## config.mk

```make
export PLATFORM = sky130hd
export DESIGN_NAME = red_pitaya_pid_sp_ramp_flat
export DESIGN_NICKNAME = d
export VERILOG_FILES = /design/src/rtl/red_pitaya_pid_sp_ramp_if.sv /design/src/rtl/red_pitaya_pid_sp_ramp.sv /design/src/flat_wrapper.sv
export SDC_FILE = /design/constraint.sdc
export NUM_CORES = 1
export LEC_CHECK = 0
export CELL_PAD_IN_SITES_DETAIL_PLACEMENT = 1
export CELL_PAD_IN_SITES_GLOBAL_PLACEMENT = 2
export CORE_UTILIZATION = 36
export CTS_BUF_LIST = sky130_fd_sc_hd__clkbuf_4 sky130_fd_sc_hd__clkbuf_8
export DETAILED_ROUTE_END_ITERATION = 6
export MAX_ROUTING_LAYER = met4
export PLACE_DENSITY_LB_ADDON = 0.1
export REMOVE_ABC_BUFFERS = 1
export SLEW_MARGIN = 10
export SYNTH_ARGS = -nofsm -noshare
export SYNTH_HDL_FRONTEND = slang
export SYNTH_SLANG_ARGS = --single-unit
```

## constraint.sdc

```tcl
create_clock -name clk_i -period 5.3 [get_ports clk_i]
set_input_delay 1.59 -clock clk_i [delete_from_list [all_inputs] [get_ports clk_i]]
set_output_delay 1.59 -clock clk_i [all_outputs]
set_load 0.005 [all_outputs]
```

## src/rtl/red_pitaya_pid_sp_ramp_if.sv

```systemverilog
`default_nettype none
// ---------------------------------------------------------------------------
// red_pitaya_pid_sp_ramp_if
//   Control/status bundle between the PID register file and the ramp block.
//   Revision: 1.0
// ---------------------------------------------------------------------------
interface red_pitaya_pid_sp_ramp_if #(
    parameter int DW = 14,
    parameter int CW = 16
);
    logic          start_i;
    logic          abort_i;
    logic [DW-1:0] target_i;
    logic [DW-1:0] step_i;
    logic [CW-1:0] div_i;
    logic [DW-1:0] sp_o;
    logic          busy_o;
    logic          done_o;

    modport master (
        output start_i, abort_i, target_i, step_i, div_i,
        input  sp_o, busy_o, done_o
    );

    modport slave (
        input  start_i, abort_i, target_i, step_i, div_i,
        output sp_o, busy_o, done_o
    );
endinterface
`default_nettype wire

```

## src/rtl/red_pitaya_pid_sp_ramp.sv

```systemverilog
`default_nettype none
// ---------------------------------------------------------------------------
// red_pitaya_pid_sp_ramp
//   Moves a PID set point toward a target in saturating, paced steps.
//   Revision: 1.0
// ---------------------------------------------------------------------------
module red_pitaya_pid_sp_ramp #(
    parameter int DW = 14,
    parameter int CW = 16
) (
    input  wire logic               clk_i,
    input  wire logic               rstn_i,
    red_pitaya_pid_sp_ramp_if.slave bus
);
    typedef enum logic [0:0] {
        IDLE = 1'b0,
        RAMP = 1'b1
    } state_t;

    state_t        state;
    logic [DW-1:0] sp;
    logic          busy;
    logic          done;
    logic [CW-1:0] cnt;
    logic [DW-1:0] target_l;
    logic [DW-1:0] step_l;
    logic [CW-1:0] div_l;

    logic signed [DW:0] diff;
    logic        [DW:0] mag;
    logic               last_step;
    logic [DW-1:0]      sp_next;

    // One extra bit keeps target - sp exact across the full signed range.
    assign diff      = $signed({target_l[DW-1], target_l}) - $signed({sp[DW-1], sp});
    assign mag       = diff[DW] ? -diff : diff;
    assign last_step = (step_l == '0) || (mag <= {1'b0, step_l});
    assign sp_next   = diff[DW] ? (sp - step_l) : (sp + step_l);

    always_ff @(posedge clk_i or negedge rstn_i) begin
        if (!rstn_i) begin
            state    <= IDLE;
            sp       <= '0;
            busy     <= 1'b0;
            done     <= 1'b0;
            cnt      <= '0;
            target_l <= '0;
            step_l   <= '0;
            div_l    <= '0;
        end else begin
            done <= 1'b0;
            if (state == IDLE) begin
                if (bus.start_i && !bus.abort_i) begin
                    target_l <= bus.target_i;
                    step_l   <= bus.step_i;
                    div_l    <= bus.div_i;
                    cnt      <= '0;
                    state    <= RAMP;
                    busy     <= 1'b1;
                end
            end else begin
                if (bus.abort_i) begin
                    state <= IDLE;
                    busy  <= 1'b0;
                end else if (bus.start_i) begin
                    target_l <= bus.target_i;
                    step_l   <= bus.step_i;
                    div_l    <= bus.div_i;
                    cnt      <= '0;
                end else if (cnt == div_l) begin
                    cnt <= '0;
                    if (last_step) begin
                        sp    <= target_l;
                        state <= IDLE;
                        busy  <= 1'b0;
                        done  <= 1'b1;
                    end else begin
                        sp <= sp_next;
                    end
                end else begin
                    cnt <= cnt + 1'b1;
                end
            end
        end
    end

    assign bus.sp_o   = sp;
    assign bus.busy_o = busy;
    assign bus.done_o = done;

endmodule
`default_nettype wire
```

## src/flat_wrapper.sv

```systemverilog
// flat-port wrapper written by rule: the top's interface ports become plain ports
module red_pitaya_pid_sp_ramp_flat 
#(
    parameter int DW = 14,
    parameter int CW = 16
)
  (clk_i, rstn_i, bus_start_i, bus_abort_i, bus_target_i, bus_step_i, bus_div_i, bus_sp_o, bus_busy_o, bus_done_o);
  red_pitaya_pid_sp_ramp_if #(.DW(DW), .CW(CW)) bus_i ();
  input  wire logic clk_i;
  input  wire logic rstn_i;
  input wire logic [$bits(bus_i.start_i)-1:0] bus_start_i;
  input wire logic [$bits(bus_i.abort_i)-1:0] bus_abort_i;
  input wire logic [$bits(bus_i.target_i)-1:0] bus_target_i;
  input wire logic [$bits(bus_i.step_i)-1:0] bus_step_i;
  input wire logic [$bits(bus_i.div_i)-1:0] bus_div_i;
  output wire logic [$bits(bus_i.sp_o)-1:0] bus_sp_o;
  output wire logic [$bits(bus_i.busy_o)-1:0] bus_busy_o;
  output wire logic [$bits(bus_i.done_o)-1:0] bus_done_o;
  assign bus_i.start_i = bus_start_i;
  assign bus_i.abort_i = bus_abort_i;
  assign bus_i.target_i = bus_target_i;
  assign bus_i.step_i = bus_step_i;
  assign bus_i.div_i = bus_div_i;
  assign bus_sp_o = bus_i.sp_o;
  assign bus_busy_o = bus_i.busy_o;
  assign bus_done_o = bus_i.done_o;
  red_pitaya_pid_sp_ramp #(.DW(DW), .CW(CW)) u_core (.clk_i(clk_i), .rstn_i(rstn_i), .bus(bus_i));
endmodule
```

==> run summary, run 1 <==
Status: completed
DR pass1 iterations: 4
Clock buffer depth: 2
Final wirelength: 17200 microns
Worst EP required: 5.54 ns
CP max stage cell: fa_1
Worst setup path end: u_core.bus.sp_o[7]
Post-Syn Area: 5680 sq um
Total GRT Usage: 23.2%
Min Tclk post-route: 5.02 ns
Post-synthesis cell count: 644
Hold Vio Cnt, Final: 0
Wire length per cell: 18.7 microns
Cells after DPL: 905
Final period util: 94.8%
Vias in the first global route: 5243
Worst-skew pair later-pin latency: 0.37 ns
Routed vias: 4955
Met3 Use GR: 2.97%
Post-Syn Area per Cell: 8.81 sq um
Seq cells post-synth: 77
Most common cell after layout, fill and taps aside: dfrtp_1
EDFF count, synth: 0
Setup TNS: 0 ns
FF-to-FF setup slack: 0.28 ns
Reg2reg end: u_core.bus.sp_o[7]
Die Wd: 128 microns
Most frequent cells in the layout: dfrtp_1 (77), o21ai_0 (71), clkdlybuf4s50_1 (62), nor2_1 (52), ha_1 (44)
Core ar.: 15300 sq um
FILL cells: 1817
Post-synthesis cell type count: 57
Share of layout cells above drive strength 1: 10.3%
RD Place Congestion: 0.811
IO Count: 64
Design Power: 2.28 mW
Sink Count: 77
Placed cell areas: 6570 sq um
Die ar.: 16300 sq um
DP HPWL: 13300 microns
CP Capture Type: flip-flop
Area grow syn2layout: 19.9%
Placement Setup Slack: 0.250 ns
Gr ovfl total: 0
Top_reg_cell synth: dfrtp_1
Num CTS Buffers: 9
Pin count of the biggest net entering global routing: 78
Vias per cell: 5.38
Min Hold Slack: 0.520 ns
FFs w/ async S/R, synth: 100%
NumNets Final: 799
FMAX: 199 MHz
Footprint of the multi-input gates: 3530 sq um
Worst-Margin Slew: 1.03 ns
Pwr Density: 334 nW/um^2
Crit-path max FO: 8
Final Util: 44.5%
Max-slew headroom: 31.4%
Worst-path clk slew: 0.09 ns
Cell repeated most along the worst path: a21o_1
Grt met2 use: 38.7%
Register-to-Register Path Depth: 21
Design Area, Final: 6810 sq um
H-Tree Depth: 3
Worst Setup Start Kind: flip-flop
GR peak layer: met2
Root buffer cell: clkbuf_8
Peak supply drop: 0.134 mV
# rows: 45
Post-CTS setup buffers: 0
Antenna violations before repair: 0
Iter 0 DRT Violations: 201
Quantity of I/O buffers inserted on ports: 63
Antenna Cells: 0
DIE HEIGHT: 128 microns
Antenna-violating nets left: 0
Clk_skew: 0.00867 ns
CP cell instances: inv_1 -> ha_1 -> inv_1 -> fa_1 -> a211o_1 -> a21o_1 -> a21oi_1 -> nand2_1 -> and2_1 -> or3_1 -> o31ai_1 -> xnor2_1 -> ha_1 -> a21o_1 -> a21o_1 -> a211oi_1 -> o31a_1 -> nor4_2 -> buf_4 -> o21ai_0 -> a31oi_1
Remaining DRCs: 0
Worst Path Arrival: 5.26 ns
Starting density of the core: 37.1%
Leak: 2.92 nW
Non-Filler Instances: 921
Min-delay worst type: reg -> reg
GRT met1 Usage: 29.4%
CP max stage delay: 0.43 ns
Pins over their slew limit: 0
First-pass GRT wire length: 28100 microns
Register area: 1930 sq um
Max cap viols: 0
RR Startpoint: u_core.target_l[0]
# setup viols final: 0
Setup CP Type: reg -> reg
CTS Hold Bufs: 0
RSZ-0062 raised after global routing: false
Yosys warnings: 0
Post-synthesis sequential area ratio: 33.9%
TritonCTS clock tree: built
Setup crit start: u_core.target_l[0]
Setup WS post-layout: 0.278 ns
critical path, delay by kind of cell (launching register included):
| family | cells | cell delay (ns) |
|---|---|---|
| xor+xnor | 1 | 0.18 |
| fa+ha+maj | 3 | 0.87 |
| buf+inv | 3 | 0.34 |
| simple gates | 4 | 0.68 |
| flops | 1 | 0.39 |
| compound gates | 10 | 2.44 |
logic make-up (layout without fill, tap and decap cells):
| logic type | count (synthesis) | in the layout | synth area share, % |
|---|---|---|---|
| muxes | 31 | 31 | 6.13 |
| xor gates and xnor gates | 58 | 58 | 8.95 |
| buffers and inverters | 65 | 131 | 4.47 |
| DFF | 77 | 77 | 33.9 |
| AOI/OAI and AO/OA | 164 | 164 | 17.9 |
| adders and majority gates | 46 | 46 | 10.4 |
| and+or+nand+nor | 203 | 203 | 18.2 |
worst min path at each step:
| stage | startpoint | to | cells past startpoint |
|---|---|---|---|
| after detailed placement | u_core.state | u_core.bus.busy_o | 1 |
| after floorplan | u_core.state | u_core.bus.busy_o | 1 |
| after global placement | u_core.state | u_core.bus.busy_o | 1 |
| after global routing | u_core.state | u_core.bus.busy_o | 1 |
| after CTS | u_core.state | u_core.bus.busy_o | 1 |
| final | u_core.state | u_core.bus.busy_o | 1 |
synthesized netlist by cell type, drive strengths merged, types with 6 or more instances:
master,count,share of area (%)
nand3,36,3.2
ha,44,9.7
xnor2,32,4.9
dfrtp,77,34
a21o,11,1.5
a21oi,22,2.0
and3,11,1.2
nor2,52,3.4
o21a,8,1.1
nor2b,9,0.99
nor3,11,0.97
xor2,26,4.0
buf,8,0.71
inv,40,2.6
o21ai,71,6.3
a211oi,6,0.79
clkbuf,17,1.1
a31oi,17,1.9
mux2,30,6.0
nor4,10,1.4
nand2,42,2.8
layout make-up:
| type | instances | area share [%] |
|---|---|---|
| timing repair buffer | 75 | 10.5 |
| sequential | 77 | 28.3 |
| clock buffer | 9 | 1.82 |
| inverter | 40 | 2.21 |
| clock inverter | 7 | 1.42 |
| tap | 211 | 3.88 |
| multi-input combinational | 502 | 51.8 |
flip-flops by register name, indices dropped and copies added, names as in the netlist:
signal,flops
u_core.state,1
u_core.target_l,14
u_core.div_l,16
u_core.bus.sp_o,14
u_core.bus.done_o,1
u_core.step_l,14
u_core.cnt,16
u_core.bus.busy_o,1
timing repair:
item / in CTS / in global routing
gates resized for setup: 0 / 3
setup endpoints to repair: 0 / 16
endpoints found under the hold margin: 0 / 0
power breakdown:
part           switching [mW]  internal, mW  leakage [nW]
Sequential             0.0508         0.638         0.970
Clock                   0.251         0.268         0.114
Combinational           0.616         0.452          1.84
metal layers:
metal,share of wire [%],vias to the layer above
li1,-,2425
met1,47,2438
met2,49,73
met3,2.6,19
met4,1.6,0
met5,0,-
Note: power is estimated with default switching activity, not from simulation.
==> run 2, diff against run 1 <==
Settings changed: CORE_MARGIN set to 2, CTS_CLUSTER_SIZE set to 14, GPL_ROUTABILITY_DRIVEN set to 0.
==> run 2 against run 1 <==
  * Core utilization grew 0.090 points
  * Wire length grew 1.3%
  * Critical path depth is the same
  * Worst hold slack lost 0.018 ns
  * Final area grew 0.20%
  * Register-to-register slack gained 0.07 ns
  * First-iteration DRC count shrank 12%
==> run summary, run 2 (same netlist as run 1, synthesis figures left out) <==
Status: completed
Setup crit start: u_core.target_l[0]
Most frequent cells in the layout: dfrtp_1 (77), o21ai_0 (70), clkdlybuf4s50_1 (62), nor2_1 (52), ha_1 (44)
Max cap viols: 0 (unchanged)
RR Startpoint: u_core.target_l[0]
Leak: 2.91 nW (-0.28%)
Quantity of I/O buffers inserted on ports: 63 (unchanged)
Antenna violations before repair: 0 (unchanged)
Clock share of power: 21.5% (-1.3 points)
Cells after DPL: 904 (-0.11%)
Routed vias: 5016 (+1.2%)
Worst-skew pair later-pin latency: 0.38 ns (about the same)
Hold Vio Cnt, Final: 0 (unchanged)
Area grow syn2layout: 20.2%
RSZ-0062 raised after global routing: false
Setup TNS: 0 ns (unchanged)
NumNets Final: 798 (-0.13%)
Hold Startpoint: u_core.state
Post-CTS setup buffers: 0 (unchanged)
Worst Path Arrival: 5.22 ns (-0.04 ns)
# rows: 45 (unchanged)
DP HPWL: 13300 microns (-0.19%)
Pwr Density: 333 nW/um^2 (-0.38%)
Logic pwr share: 48.1% (+1.2 points)
Placement Setup Slack: 0.211 ns (-0.0391 ns)
Peak supply drop: 0.143 mV (+7.2%)
H-Tree Depth: 3 (unchanged)
Non-Filler Instances: 920 (-0.11%)
# setup viols final: 0 (unchanged)
First-pass GRT wire length: 28300 microns (+0.78%)
Num CTS Buffers: 9 (unchanged)
Worst-Margin Slew: 1.04 ns (+0.0140 ns)
Gr ovfl total: 0 (unchanged)
FILL cells: 1796 (-1.2%)
Crit-path max FO: 16 (+8)
TritonCTS clock tree: built
Reg power frac: 30.4% (about the same)
Min Tclk post-route: 4.95 ns (-0.0734 ns)
Vias per cell: 5.45 (+1.3%)
CP Capture Type: flip-flop
DR pass1 iterations: 4 (unchanged)
Clk_skew: 0.0134 ns (+0.00472 ns)
Iter 0 DRT Violations: 177 (-12%)
DIE HEIGHT: 130 microns (+1.6%)
Starting density of the core: 37.1% (unchanged)
Wire length per cell: 19.0 microns (+1.4%)
Setup WS post-layout: 0.351 ns (+0.0734 ns)
Worst Setup Start Kind: flip-flop
Total GRT Usage: 22.6% (-0.57 points)
Min-delay worst type: reg -> reg
Die Wd: 130 microns (+1.6%)
Antenna-violating nets left: 0 (unchanged)
FMAX: 202 MHz (+1.5%)
Largest regs: u_core.cnt x16, u_core.div_l x16
Core ar.: 15300 sq um (unchanged)
Share of layout cells above drive strength 1: 10.4% (+0.16 points)
Sink Count: 77 (unchanged)
Internal power: 1.33 mW (-2.4%)
Design Power: 2.27 mW (-0.18%)
Most common cell after layout, fill and taps aside: dfrtp_1
Pins over their slew limit: 0 (unchanged)
Setup CP Type: reg -> reg
Root buffer cell: clkbuf_8
Final wirelength: 17400 microns (+1.3%)
Antenna Cells: 0 (unchanged)
Clock buffer depth: 2 (unchanged)
Vias in the first global route: 5288 (+0.86%)
Pin count of the biggest net entering global routing: 78 (unchanged)
Worst-path clk slew: 0.10 ns (about the same)
Worst EP required: 5.57 ns (+0.03 ns)
Remaining DRCs: 0 (unchanged)
IO Count: 64 (unchanged)
Max-slew headroom: 29.9% (-1.5 points)
Switch Pwr: 0.947 mW (+3.2%)
Net Sw Frac: 41.7% (+1.4 points)
Die ar.: 16800 sq um (+3.2%)
Final period util: 93.4% (-1.4 points)
-- run 2: per-stage QoR --
step                      hold WS [ns]  cell area [sq um]  utilization (%)
final                            0.502               6820             44.5
after global placement           0.460               6590             43.0
after global routing             0.546               6820             44.5
after floorplan                  0.445               5570                -
after detailed placement         0.492               6590             43.0
after CTS                        0.505               6790             44.4
-- run 2: layout make-up --
class                   count  area (sq um)  area share, %
clock inverters             7          80.1           1.17
multi-input cells         502          3540           51.9
inverters                  40           150           2.20
repair buffers             74           736           10.8
clock buffers               9           124           1.82
well taps                 211           264           3.87
flip-flops and latches     77          1930           28.2
-- run 2: routing by layer --
layer	part of all wire, %	GRT usage [%]	up-vias
li1	-	-	2417
met1	46	29.2	2514
met2	49	36.7	62
met3	2.7	3.34	23
met4	2.2	7.02	0
met5	0	-	-
-- run 2: power groups by stage --
stage                     clock network [mW]  logic (mW)  registers, mW
after global placement                     0        1.04          0.701
after detailed placement                   0        1.08          0.703
after global routing                   0.527        1.22          0.698
final                                  0.489        1.09          0.691
after CTS                              0.508        1.08          0.691
after floorplan                            0       0.710          0.683
-- run 2: timing repair --
| action | 4_1_cts | 5_1_grt |
|---|---|---|
| endpoints found under the setup margin | 0 | 17 |
| hold buffers | 0 | 0 |
| gates resized for setup | 0 | 7 |
-- run 2: worst max-delay path: stages, from the launching register on --
cell and delay, ns:
dfrtp_1 0.39, inv_1 0.08, ha_1 0.21, inv_1 0.07, fa_1 0.45, a211o_1 0.37, a21o_1 0.21, a21oi_1 0.18
nand2_1 0.09, and2_1 0.19, or3_1 0.34, o31ai_1 0.32, xnor2_1 0.17, ha_1 0.27, a21o_1 0.18, a21o_1 0.18
a211oi_1 0.21, o31a_1 0.20, nor4_2 0.05, buf_4 0.23, nor4_2 0.32, o32ai_1 0.12
-- run 2: path summary, 6_finish.rpt --
path	cells past startpoint	endpoint	slack [ns]
setup / recovery	21	u_core.bus.busy_o	0.35
hold / removal	1	u_core.bus.busy_o	0.50
setup reg to reg	21	u_core.bus.busy_o	0.35
hold reg to reg	1	u_core.bus.busy_o	0.50
max in group asynchronous	1	u_core.step_l[4]	3.27
min in group asynchronous	1	u_core.div_l[1]	1.37
==> run 3, diff against run 2 <==
Settings changed: ABC_CLOCK_PERIOD_IN_PS set to 5300, CAP_MARGIN set to 20.
==> run 3 against run 2 <==
  * Wire length is essentially flat
  * Combinational power is essentially flat
  * Final area grew 0.40%
==> run summary, run 3 (same netlist as run 1, synthesis figures left out) <==
Clock buffer depth: 2 (unchanged)
CP Capture Type: flip-flop
RR Startpoint: u_core.target_l[0]
Sink Count: 77 (unchanged)
Hold Vio Cnt, Final: 0 (unchanged)
Quantity of I/O buffers inserted on ports: 63 (unchanged)
Leak: 2.93 nW (+0.43%)
# setup viols final: 0 (unchanged)
Crit-path max FO: 16 (unchanged)
Worst Path Arrival: 5.22 ns (about the same)
Antenna Cells: 0 (unchanged)
Setup crit start: u_core.target_l[0]
Final wirelength: 17500 microns (about the same)
Die Wd: 130 microns (unchanged)
CP max stage cell: fa_1
Setup WS post-layout: 0.347 ns (-0.00418 ns)
Starting density of the core: 37.1% (unchanged)
Share of layout cells above drive strength 1: 10.6% (+0.13 points)
Min Tclk post-route: 4.95 ns (+0.00418 ns)
Peak supply drop: 0.143 mV (about the same)
RSZ-0062 raised after global routing: false
Die ar.: 16800 sq um (unchanged)
FILL cells: 1794 (-0.11%)
Worst EP required: 5.57 ns (about the same)
H-Tree Depth: 3 (unchanged)
DP HPWL: 13300 microns (unchanged)
Antenna-violating nets left: 0 (unchanged)
Worst-Margin Slew: 1.09 ns (+0.0468 ns)
Setup TNS: 0 ns (unchanged)
Remaining DRCs: 0 (unchanged)
Vias per cell: 5.45 (about the same)
Hold Startpoint: u_core.state
Dominant delay contributor by cell family on the critical path: compound AO/OA/AOI/OAI gates
First-pass GRT wire length: 28300 microns (unchanged)
Pin count of the biggest net entering global routing: 78 (unchanged)
Antenna violations before repair: 0 (unchanged)
WP buf/inv: 3 (unchanged)
Placement Setup Slack: 0.211 ns (unchanged)
Max-slew headroom: 26.8% (-3.1 points)
TritonCTS clock tree: built
Gr ovfl total: 0 (unchanged)
Iter 0 DRT Violations: 162 (-8.5%)
Most frequent cells in the layout: dfrtp_1 (77), o21ai_0 (70), clkdlybuf4s50_1 (62), nor2_1 (52), ha_1 (44)
Wire length per cell: 19.0 microns (about the same)
# rows: 45 (unchanged)
CP max stage delay: 0.45 ns (about the same)
Min Hold Slack: 0.503 ns (+0.000865 ns)
Worst-skew pair later-pin latency: 0.38 ns (about the same)
Status: completed
Post-CTS setup buffers: 0 (unchanged)
Area grow syn2layout: 20.7%
Vias in the first global route: 5288 (unchanged)
Worst Setup Start Kind: flip-flop
Largest regs: u_core.cnt x16, u_core.div_l x16
Most common cell after layout, fill and taps aside: dfrtp_1
Routed vias: 5017 (+0.020%)
Worst-path clk slew: 0.10 ns (about the same)
CP cell instances: inv_1 -> ha_1 -> inv_1 -> fa_1 -> a211o_1 -> a21o_1 -> a21oi_1 -> nand2_1 -> and2_1 -> or3_1 -> o31ai_1 -> xnor2_1 -> ha_1 -> a21o_1 -> a21o_1 -> a211oi_1 -> o31a_1 -> nor4_2 -> buf_4 -> nor4_2 -> o32ai_1
DR pass1 iterations: 4 (unchanged)
Pwr Density: 333 nW/um^2 (-0.12%)
NumNets Final: 799 (+0.13%)
FF-to-FF setup slack: 0.35 ns (about the same)
Root buffer cell: clkbuf_8
Num CTS Buffers: 9 (unchanged)
DIE HEIGHT: 130 microns (unchanged)
Core ar.: 15300 sq um (unchanged)
Min-delay worst type: reg -> reg
Cell repeated most along the worst path: a21o_1
Setup CP Type: reg -> reg
Clk_skew: 0.0150 ns (+0.00158 ns)
Final period util: 93.5% (about the same)
IO Count: 64 (unchanged)
Pins over their slew limit: 0 (unchanged)
Total GRT Usage: 22.6% (unchanged)
Max cap viols: 0 (unchanged)
FMAX: 202 MHz (about the same)
run 3: cell count changes in the layout (fill, tap and decap cells not counted), sizes merged:
cell / delta
buf: +1
run 3: final timing paths:
path,endpoint,depth (start not counted)
max,u_core.bus.busy_o,21
min,u_core.bus.busy_o,1
max reg2reg,u_core.bus.busy_o,21
min reg2reg,u_core.bus.busy_o,1
max in group asynchronous,u_core.step_l[4],2
min in group asynchronous,u_core.div_l[1],1
run 3: final cells by class:
cell class              count  area, sq um  area share, %
inverters                  40          150           2.19
repair buffers             75          763           11.1
well taps                 211          264           3.85
clock buffers               9          124           1.81
flip-flops and latches     77         1930           28.1
multi-input cells         502         3540           51.7
clock inverters             7         80.1           1.17
run 3: stage by stage:
step                      cell area, sq um  std cells  power, mW  utilization [%]
after global placement                6590        904       1.74             43.0
after detailed placement              6590        904       1.78             43.0
after floorplan                       5570        619       1.39                -
after global routing                  6850        921       2.45             44.7
final                                 6850        921       2.28             44.7
after CTS                             6790        920       2.28             44.4
run 3: layer usage:
layer  share of wire [%]  wire length [microns]  track usage [%]  up-vias
li1                    -                      -                -     2419
met2                  49                   8480             36.7       68
met1                  46                   8050             29.2     2507
met3                 3.0                    526             3.34       23
met5                   0                      0                -        -
met4                 2.3                    403             7.02        0
run 3: what timing repair did:
action / 4_1_cts / 5_1_grt
endpoints found under the hold margin: 0 / 0
hold buffers: 0 / 0
endpoints found under the setup margin: 0 / 17
resized for setup: 0 / 7
run 3: power by group:
group | internal [mW] | leakage (nW) | total (mW) | switching, mW
Sequential | 0.638 | 0.970 | 0.691 | 0.0520
Clock | 0.225 | 0.103 | 0.492 | 0.267
Combinational | 0.464 | 1.86 | 1.10 | 0.633
